$ cat src/rtl/line_fill_ctrl_pkg.sv
// Shared types and widths for the line fill controller.
// Optional critical-word-first bursts: LINE_FILL_CWF_EN.
package line_fill_ctrl_pkg;

  localparam int LINE_W = 5;
  localparam int WORD_W = 2;
  localparam int DATA_W = 32;
  localparam int ADDR_W = LINE_W + WORD_W;
  localparam int NLINES = 1 << LINE_W;

  typedef enum logic [2:0] {
    S_IDLE,
    S_REQ,
    S_DATA,
    S_DONE,
    S_ERR
  } state_t;

endpackage

$ cat src/rtl/line_fill_ctrl_if.sv
// SDRAM burst bus between the fill controller and memory side.
// Master issues the burst request, slave acks and streams words.
interface line_fill_ctrl_if;
  import line_fill_ctrl_pkg::*;

  logic              sd_req;
  logic [ADDR_W-1:0] sd_addr;
  logic              sd_ack;
  logic              sd_dv;
  logic [DATA_W-1:0] sd_data;

  modport master (
    output sd_req, sd_addr,
    input  sd_ack, sd_dv, sd_data
  );

  modport slave (
    input  sd_req, sd_addr,
    output sd_ack, sd_dv, sd_data
  );

endinterface

$ cat src/rtl/tpram_128x32.sv
// Two-port 128x32 line store: one write port, one registered read port.
// Read-before-write on same-address collisions.
module tpram_128x32
  import line_fill_ctrl_pkg::*;
(
  input  logic              clock,
  input  logic              rst_n,
  input  logic              we,
  input  logic [ADDR_W-1:0] waddr,
  input  logic [DATA_W-1:0] wdata,
  input  logic              re,
  input  logic [ADDR_W-1:0] raddr,
  output logic [DATA_W-1:0] rdata
);

  logic [DATA_W-1:0] mem [2**ADDR_W];

  always_ff @(posedge clock) begin
    if (we) mem[waddr] <= wdata;
  end

  always_ff @(posedge clock or negedge rst_n) begin
    if (!rst_n)  rdata <= '0;
    else if (re) rdata <= mem[raddr];
  end

endmodule

$ cat src/rtl/line_fill_ctrl.sv
// Line fill controller: fetches 4-word lines over an SDRAM burst bus.
// LINE_FILL_CWF_EN selects critical-word-first burst order.
module line_fill_ctrl
  import line_fill_ctrl_pkg::*;
#(
  parameter int ACK_TIMEOUT = 255
) (
  input  logic              clock,
  input  logic              rst_n,
  input  logic              fill_req,
  input  logic [LINE_W-1:0] fill_line,
  input  logic [WORD_W-1:0] fill_word,
  output logic              fill_busy,
  output logic              fill_done,
  output logic              fill_err,
  input  logic              inv_all,
  line_fill_ctrl_if.master  sd,
  input  logic              rd_req,
  input  logic [ADDR_W-1:0] rd_addr,
  output logic              rd_hit,
  output logic              rd_miss,
  output logic [DATA_W-1:0] rd_data
);

  localparam logic [7:0] TMO_LAST = 8'(ACK_TIMEOUT - 1);

  state_t            state;
  logic [LINE_W-1:0] line;
  logic [WORD_W-1:0] start;
  logic [WORD_W-1:0] cnt;
  logic [7:0]        tmo;
  logic [NLINES-1:0] valid;
  logic [WORD_W-1:0] fword;
  logic [WORD_W-1:0] wword;
  logic              we;

`ifdef LINE_FILL_CWF_EN
  assign fword = fill_word;
`else
  logic unused_fill_word;
  assign unused_fill_word = ^fill_word;
  assign fword = '0;
`endif

  // burst words wrap within the line
  assign wword = start + cnt;
  assign we    = (state == S_DATA) && sd.sd_dv;

  always_ff @(posedge clock or negedge rst_n) begin
    if (!rst_n) begin
      state      <= S_IDLE;
      line       <= '0;
      start      <= '0;
      cnt        <= '0;
      tmo        <= '0;
      fill_busy  <= 1'b0;
      fill_done  <= 1'b0;
      fill_err   <= 1'b0;
      sd.sd_req  <= 1'b0;
      sd.sd_addr <= '0;
    end else begin
      fill_done <= 1'b0;
      fill_err  <= 1'b0;
      unique case (state)
        S_IDLE: begin
          if (fill_req) begin
            line       <= fill_line;
            start      <= fword;
            cnt        <= '0;
            tmo        <= '0;
            fill_busy  <= 1'b1;
            sd.sd_req  <= 1'b1;
            sd.sd_addr <= {fill_line, fword};
            state      <= S_REQ;
          end
        end
        S_REQ: begin
          if (sd.sd_ack) begin
            sd.sd_req <= 1'b0;
            state     <= S_DATA;
          end else if (tmo == TMO_LAST) begin
            sd.sd_req <= 1'b0;
            fill_err  <= 1'b1;
            state     <= S_ERR;
          end else begin
            tmo <= tmo + 8'd1;
          end
        end
        S_DATA: begin
          if (sd.sd_dv) begin
            cnt <= cnt + 1'b1;
            if (cnt == 2'd3) begin
              fill_done <= 1'b1;
              state     <= S_DONE;
            end
          end
        end
        S_DONE, S_ERR: begin
          fill_busy <= 1'b0;
          state     <= S_IDLE;
        end
        default: state <= S_IDLE;
      endcase
    end
  end

  // inv_all outranks the DONE-cycle set
  always_ff @(posedge clock or negedge rst_n) begin
    if (!rst_n)
      valid <= '0;
    else if (inv_all)
      valid <= '0;
    else if (state == S_IDLE && fill_req)
      valid[fill_line] <= 1'b0;
    else if (state == S_DONE)
      valid[line] <= 1'b1;
  end

  always_ff @(posedge clock or negedge rst_n) begin
    if (!rst_n) begin
      rd_hit  <= 1'b0;
      rd_miss <= 1'b0;
    end else begin
      rd_hit  <= rd_req &&  valid[rd_addr[ADDR_W-1:WORD_W]];
      rd_miss <= rd_req && !valid[rd_addr[ADDR_W-1:WORD_W]];
    end
  end

  tpram_128x32 u_ram (
    .clock (clock),
    .rst_n (rst_n),
    .we    (we),
    .waddr ({line, wword}),
    .wdata (sd.sd_data),
    .re    (rd_req),
    .raddr (rd_addr),
    .rdata (rd_data)
  );

endmodule

$ cat src/flat_wrapper.sv
// flat-port wrapper written by rule: the top's interface ports become plain ports
module line_fill_ctrl_flat import line_fill_ctrl_pkg::*;
#(
  parameter int ACK_TIMEOUT = 255
)
  (clock, rst_n, fill_req, fill_line, fill_word, fill_busy, fill_done, fill_err, inv_all, rd_req, rd_addr, rd_hit, rd_miss, rd_data, sd_sd_req, sd_sd_addr, sd_sd_ack, sd_sd_dv, sd_sd_data);
  line_fill_ctrl_if sd_i ();
  input  logic clock;
  input  logic rst_n;
  input  logic fill_req;
  input  logic [LINE_W-1:0] fill_line;
  input  logic [WORD_W-1:0] fill_word;
  output logic fill_busy;
  output logic fill_done;
  output logic fill_err;
  input  logic inv_all;
  input  logic rd_req;
  input  logic [ADDR_W-1:0] rd_addr;
  output logic rd_hit;
  output logic rd_miss;
  output logic [DATA_W-1:0] rd_data;
  output wire logic [$bits(sd_i.sd_req)-1:0] sd_sd_req;
  output wire logic [$bits(sd_i.sd_addr)-1:0] sd_sd_addr;
  input wire logic [$bits(sd_i.sd_ack)-1:0] sd_sd_ack;
  input wire logic [$bits(sd_i.sd_dv)-1:0] sd_sd_dv;
  input wire logic [$bits(sd_i.sd_data)-1:0] sd_sd_data;
  assign sd_sd_req = sd_i.sd_req;
  assign sd_sd_addr = sd_i.sd_addr;
  assign sd_i.sd_ack = sd_sd_ack;
  assign sd_i.sd_dv = sd_sd_dv;
  assign sd_i.sd_data = sd_sd_data;
  line_fill_ctrl #(.ACK_TIMEOUT(ACK_TIMEOUT)) u_core (.clock(clock), .rst_n(rst_n), .fill_req(fill_req), .fill_line(fill_line), .fill_word(fill_word), .fill_busy(fill_busy), .fill_done(fill_done), .fill_err(fill_err), .inv_all(inv_all), .sd(sd_i), .rd_req(rd_req), .rd_addr(rd_addr), .rd_hit(rd_hit), .rd_miss(rd_miss), .rd_data(rd_data));
endmodule
$ cat config.mk
export PLATFORM = sky130hd
export DESIGN_NAME = line_fill_ctrl_flat
export DESIGN_NICKNAME = d
export VERILOG_FILES = /design/src/rtl/line_fill_ctrl_pkg.sv /design/src/rtl/line_fill_ctrl_if.sv /design/src/rtl/tpram_128x32.sv /design/src/rtl/line_fill_ctrl.sv /design/src/flat_wrapper.sv
export SDC_FILE = /design/constraint.sdc
export NUM_CORES = 2
export LEC_CHECK = 0
export BUFFER_PORTS_ARGS = -buffer_cell sky130_fd_sc_hd__buf_2
export CAP_MARGIN = 15
export CORE_UTILIZATION = 60
export CTS_CLUSTER_DIAMETER = 60
export DETAILED_ROUTE_END_ITERATION = 12
export PLACE_DENSITY_LB_ADDON = 0.1
export SLEW_MARGIN = 40
export SYNTH_ARGS = -nofsm -noshare
export SYNTH_HDL_FRONTEND = slang
export SYNTH_HIERARCHICAL = 1
export SYNTH_SLANG_ARGS = --single-unit
$ cat constraint.sdc
create_clock -name clock -period 12.1 [get_ports clock]
set_clock_uncertainty 0.05 [all_clocks]
set_input_delay 0.605 -clock clock [delete_from_list [all_inputs] [get_ports clock]]
set_output_delay 0.605 -clock clock [all_outputs]
set_load 0.02 [all_outputs]
==> metrics.sh <==
CP_MAX_FO=83
HOLD_VIOL_FINAL=0
NUM_ROWS=190
GRT_SETUP_UNREPAIRED='false'
SYNTHESIS.AREA_UM2=161000
POWERDENSITY_nW_PER_UM2=170
ROUTED_WIRE_LENGTH_PER_INSTANCE_UM=35.7
CLOCK-ROOT-BUFFER='sky130_fd_sc_hd__clkbuf_16'
FINAL_NET_COUNT=8200
STATIC-LEAKAGE-POWER_nW=58.6
REPORT.FINAL.SETUP_VIOL=0
DRC_VIOLATION_COUNT_AFTER_ROUTING=0
WHS_PATH_DEPTH=1
FINAL.PERIOD_UTILIZATION_PCT=36.9
CTS_TREE='done'
CP_DATA_ARRIVAL_TIME_NS=5.16
PLACE.DETAILED.HPWL_UM=232000
CORE_UM2=268000
FF2FF_PATH_DEPTH=5
CELL_AREA_REPORTED_AFTER_DETAILED_PLACEMENT_UM2=168000
SYN_AREA_PER_CELL_UM2=20.8
FINAL_PERIOD_MINUS_WORST_SETUP_SLACK_NS=4.46
WORST-SETUP-PATH-TYPE='input pin to flop'
MAXCAPVIOLATIONS=0
SYNTH.CELLS.MOST_FREQUENT='sky130_fd_sc_hd__edfxtp_1, sky130_fd_sc_hd__mux2i_1, sky130_fd_sc_hd__mux4_2'
SYNTH_MOST_COMMON_CELL='sky130_fd_sc_hd__edfxtp_1'
YOSYS.AREA.TOP_TYPE='sky130_fd_sc_hd__edfxtp_1'
DETAIL_ROUTE.ITER0.VIOLATIONS=11161
TRITONCTS.NUM_BUFFERS=415
FIRST_PASS_ITERS=6
CRITPATHCAPTURETYPE='flop'
OUTCOME='complete, no violations'
ASYNCSETRESETFLOPFRACSYNTH_PCT=2.10
MAX-CLOCK-PATH-BUFFERS=4
DIE_Y_EXTENT_UM=521
LAYOUT-DRIVE-GT1-SHARE_PCT=23.6
FMAXACHIEVABLE_GHz=0.224
FINISH.INSTANCE_AREA_UM2=182000
SYN-INSTANCE-COUNT=7765
VIAS=82220
CTS.REPAIR.RESIZED=0
CTSHTREEMAXLEVEL=5
SYNTH.AREA.TOP_CELLS='sky130_fd_sc_hd__edfxtp_1, sky130_fd_sc_hd__mux4_2, sky130_fd_sc_hd__mux2i_1'
YS.WARNINGS.COUNT=6
LAYOUT.FILLER_CELLS=16665
COUNT_OF_PORT_BUFFERS_ADDED_DURING_PLACEMENT=93
SYNTH_SEQ_CELLS=4184
WORSTHOLDPATHTYPE='input pin to flop'
GLOBALROUTEOVERFLOWTOTAL=0
CLKLATENCYLATEPIN_NS=0.97
PLACER_CONGESTION_ESTIMATE=0.861
TIGHTEST_SLEW_NS=0.974
WORST_SETUP_PATH_START_KIND='input pin'
TRITONCTS_NUM_SINKS=4184
INITIAL_UTIL_PCT=60.3
TIMING.SETUP.TNS_NS=0
DRTANTENNAVIOLNETS=0
WORST_SUPPLY_VOLTAGE_DROP_ON_VDD_V=0.000132
GR-USAGE-ALL-LAYERS_PCT=31.8
WORSTPATHREQUIRED_NS=12.80
DIE_AREA_UM2=271000
IO_PINS=98
GRT_START_MAX_NET_PINS=105
VIAS_PER_CELL=6.82
YOSYSTOPAREACELLSHARE_PCT=76.2
MAIN_FLOP_TYPE_AFTER_SYNTHESIS='sky130_fd_sc_hd__edfxtp_1'
WL_UM=431000
SLEW_HEADROOM_PCT=35.1
NUMBER_OF_FLOPS_MAPPED_TO_ENABLE_CELLS_BY_YOSYS=4096
FINAL_MAX_SLEW_VIOL_COUNT=0
GLOBAL_ROUTE_WIRE_LENGTH_BEFORE_REPAIR_UM=600000
SYNTH.YOSYS.SEQ_AREA_SHARE_PCT=77.5
LAYOUT-AREA-OVERHEAD-VS-SYNTH_PCT=12.7
GRT_PASS1_VIAS=81012
WORST_SETUP_HOLD_PATH_CLK_SLEW_NS=0.06
UTILIZATION_PCT=67.9
UNIQUE_CELL_TYPE_COUNT_IN_THE_YOSYS_NETLIST=70
GRT_ANTENNA_BEFORE_REPAIR=31
DIE_X_UM=521
-- state kept, by name (all words and copies together) (netlist names) --
register,cells
u_core/rd_hit,1
u_core/tmo,8
u_core/fill_busy,1
u_core/cnt,2
u_core/u_ram/mem,4096
u_core/state,3
u_core/sd.sd_addr,5
u_core/sd.sd_req,1
u_core/rd_miss,1
u_core/fill_err,1
u_core/fill_done,1
u_core/u_ram/rdata,32
u_core/valid,32
-- report_power, final --
| part | internal [mW] | switching (mW) |
|---|---|---|
| clock | 7.33 | 5.44 |
| sequential | 16.0 | 0.0899 |
| combinational | 0.597 | 1.41 |
| total | 23.9 | 6.94 |
-- final timing paths --
check                                startpoint                       end  slack, ns
max                                  rd_addr[0]    u_core/u_ram/rdata[24]       7.64
min                               sd_sd_data[3]   u_core/u_ram/mem[62][3]       0.03
max reg2reg                u_core/sd.sd_addr[3]  u_core/u_ram/mem[67][19]       8.26
min reg2reg                    u_core/sd.sd_req          u_core/sd.sd_req       0.43
max in group asynchronous                 rst_n             u_core/cnt[1]      10.74
min in group asynchronous                 rst_n           u_core/valid[1]       0.16
-- cell type report --
type / count / area, um^2 / area share [%]
sequential: 4184 / 125000 / 68.8
multi-input combinational: 3099 / 35300 / 19.4
antenna: 12 / 30.0 / 0.0165
timing repair buffer: 418 / 3420 / 1.88
clock inverter: 237 / 2490 / 1.37
clock buffer: 531 / 11000 / 6.04
inverter: 26 / 97.6 / 0.0536
tap: 3552 / 4440 / 2.44
-- kinds of logic (layout without fill, tap and decap cells) --
logic type | Yosys count | after routing | share of synthesized area (%)
XOR/XNOR | 3 | 3 | 0.0163
adder cells (fa/ha/maj) | 3 | 3 | 0.0232
AO/OA/AOI/OAI | 801 | 801 | 3.51
flip-flops | 4184 | 4184 | 77.5
multiplexers | 1596 | 1596 | 15.3
other | 1 | 14 | 0.00232
buffers and inverters | 483 | 1212 | 1.52
AND/OR/NAND/NOR | 694 | 694 | 2.05
-- cells in the final DEF (no fill, tap or decap), drive strengths merged, types with 19 or more instances in the layout --
master,count
edfxtp,4096
nand2,98
o21ai,40
inv,41
bufinv,42
a21oi,135
clkbuf,533
nor2b,78
nor4,22
mux4,694
o211ai,19
dfrtp,88
nand3,40
a221oi,50
a211oi,92
nor3,115
buf,407
mux2,103
a221o,45
a2111oi,30
clkinv,169
a22oi,83
o221ai,34
nor2,269
mux2i,799
o22ai,193
-- per-stage QoR --
| stage | setup slack [ns] | power (mW) | hold slack [ns] | std cells |
|---|---|---|---|---|
| global route | 7.48 | 31.6 | 0.0424 | 12048 |
| floorplan | 7.94 | 17.4 | 0.259 | 7766 |
| CTS | 7.66 | 30.9 | 0.00128 | 12037 |
| detailed placement | 6.73 | 18.4 | 0.420 | 11260 |
| global placement | 6.49 | 18.3 | 0.405 | 11247 |
| finish | 7.64 | 30.9 | 0.0339 | 12059 |
-- per-layer routing --
metal	share of wire (%)	vias up	GRT usage, %
met1	38	43744	45.0
met2	48	4556	50.1
met3	11	690	6.36
li1	-	33224	-
met4	3.8	6	11.1
met5	0.0091	-	0
-- repair_timing --
item / in CTS / in global routing
hold endpoints to repair: 57 / 0
endpoints found under the setup margin: 0 / 0
setup buffers: 0 / 0
hold buffers: 9 / 0
-- worst max-delay path: stages --
cell	delay, ns
sky130_fd_sc_hd__buf_12	0.33
sky130_fd_sc_hd__buf_16	0.42
sky130_fd_sc_hd__buf_12	0.48
sky130_fd_sc_hd__buf_4	0.65
sky130_fd_sc_hd__mux4_2	0.57
sky130_fd_sc_hd__nor2b_1	0.15
sky130_fd_sc_hd__a211oi_1	0.36
sky130_fd_sc_hd__a211oi_2	0.18
sky130_fd_sc_hd__o211ai_1	0.81
sky130_fd_sc_hd__o311ai_0	0.28
Note: power is estimated with default switching activity, not from simulation.
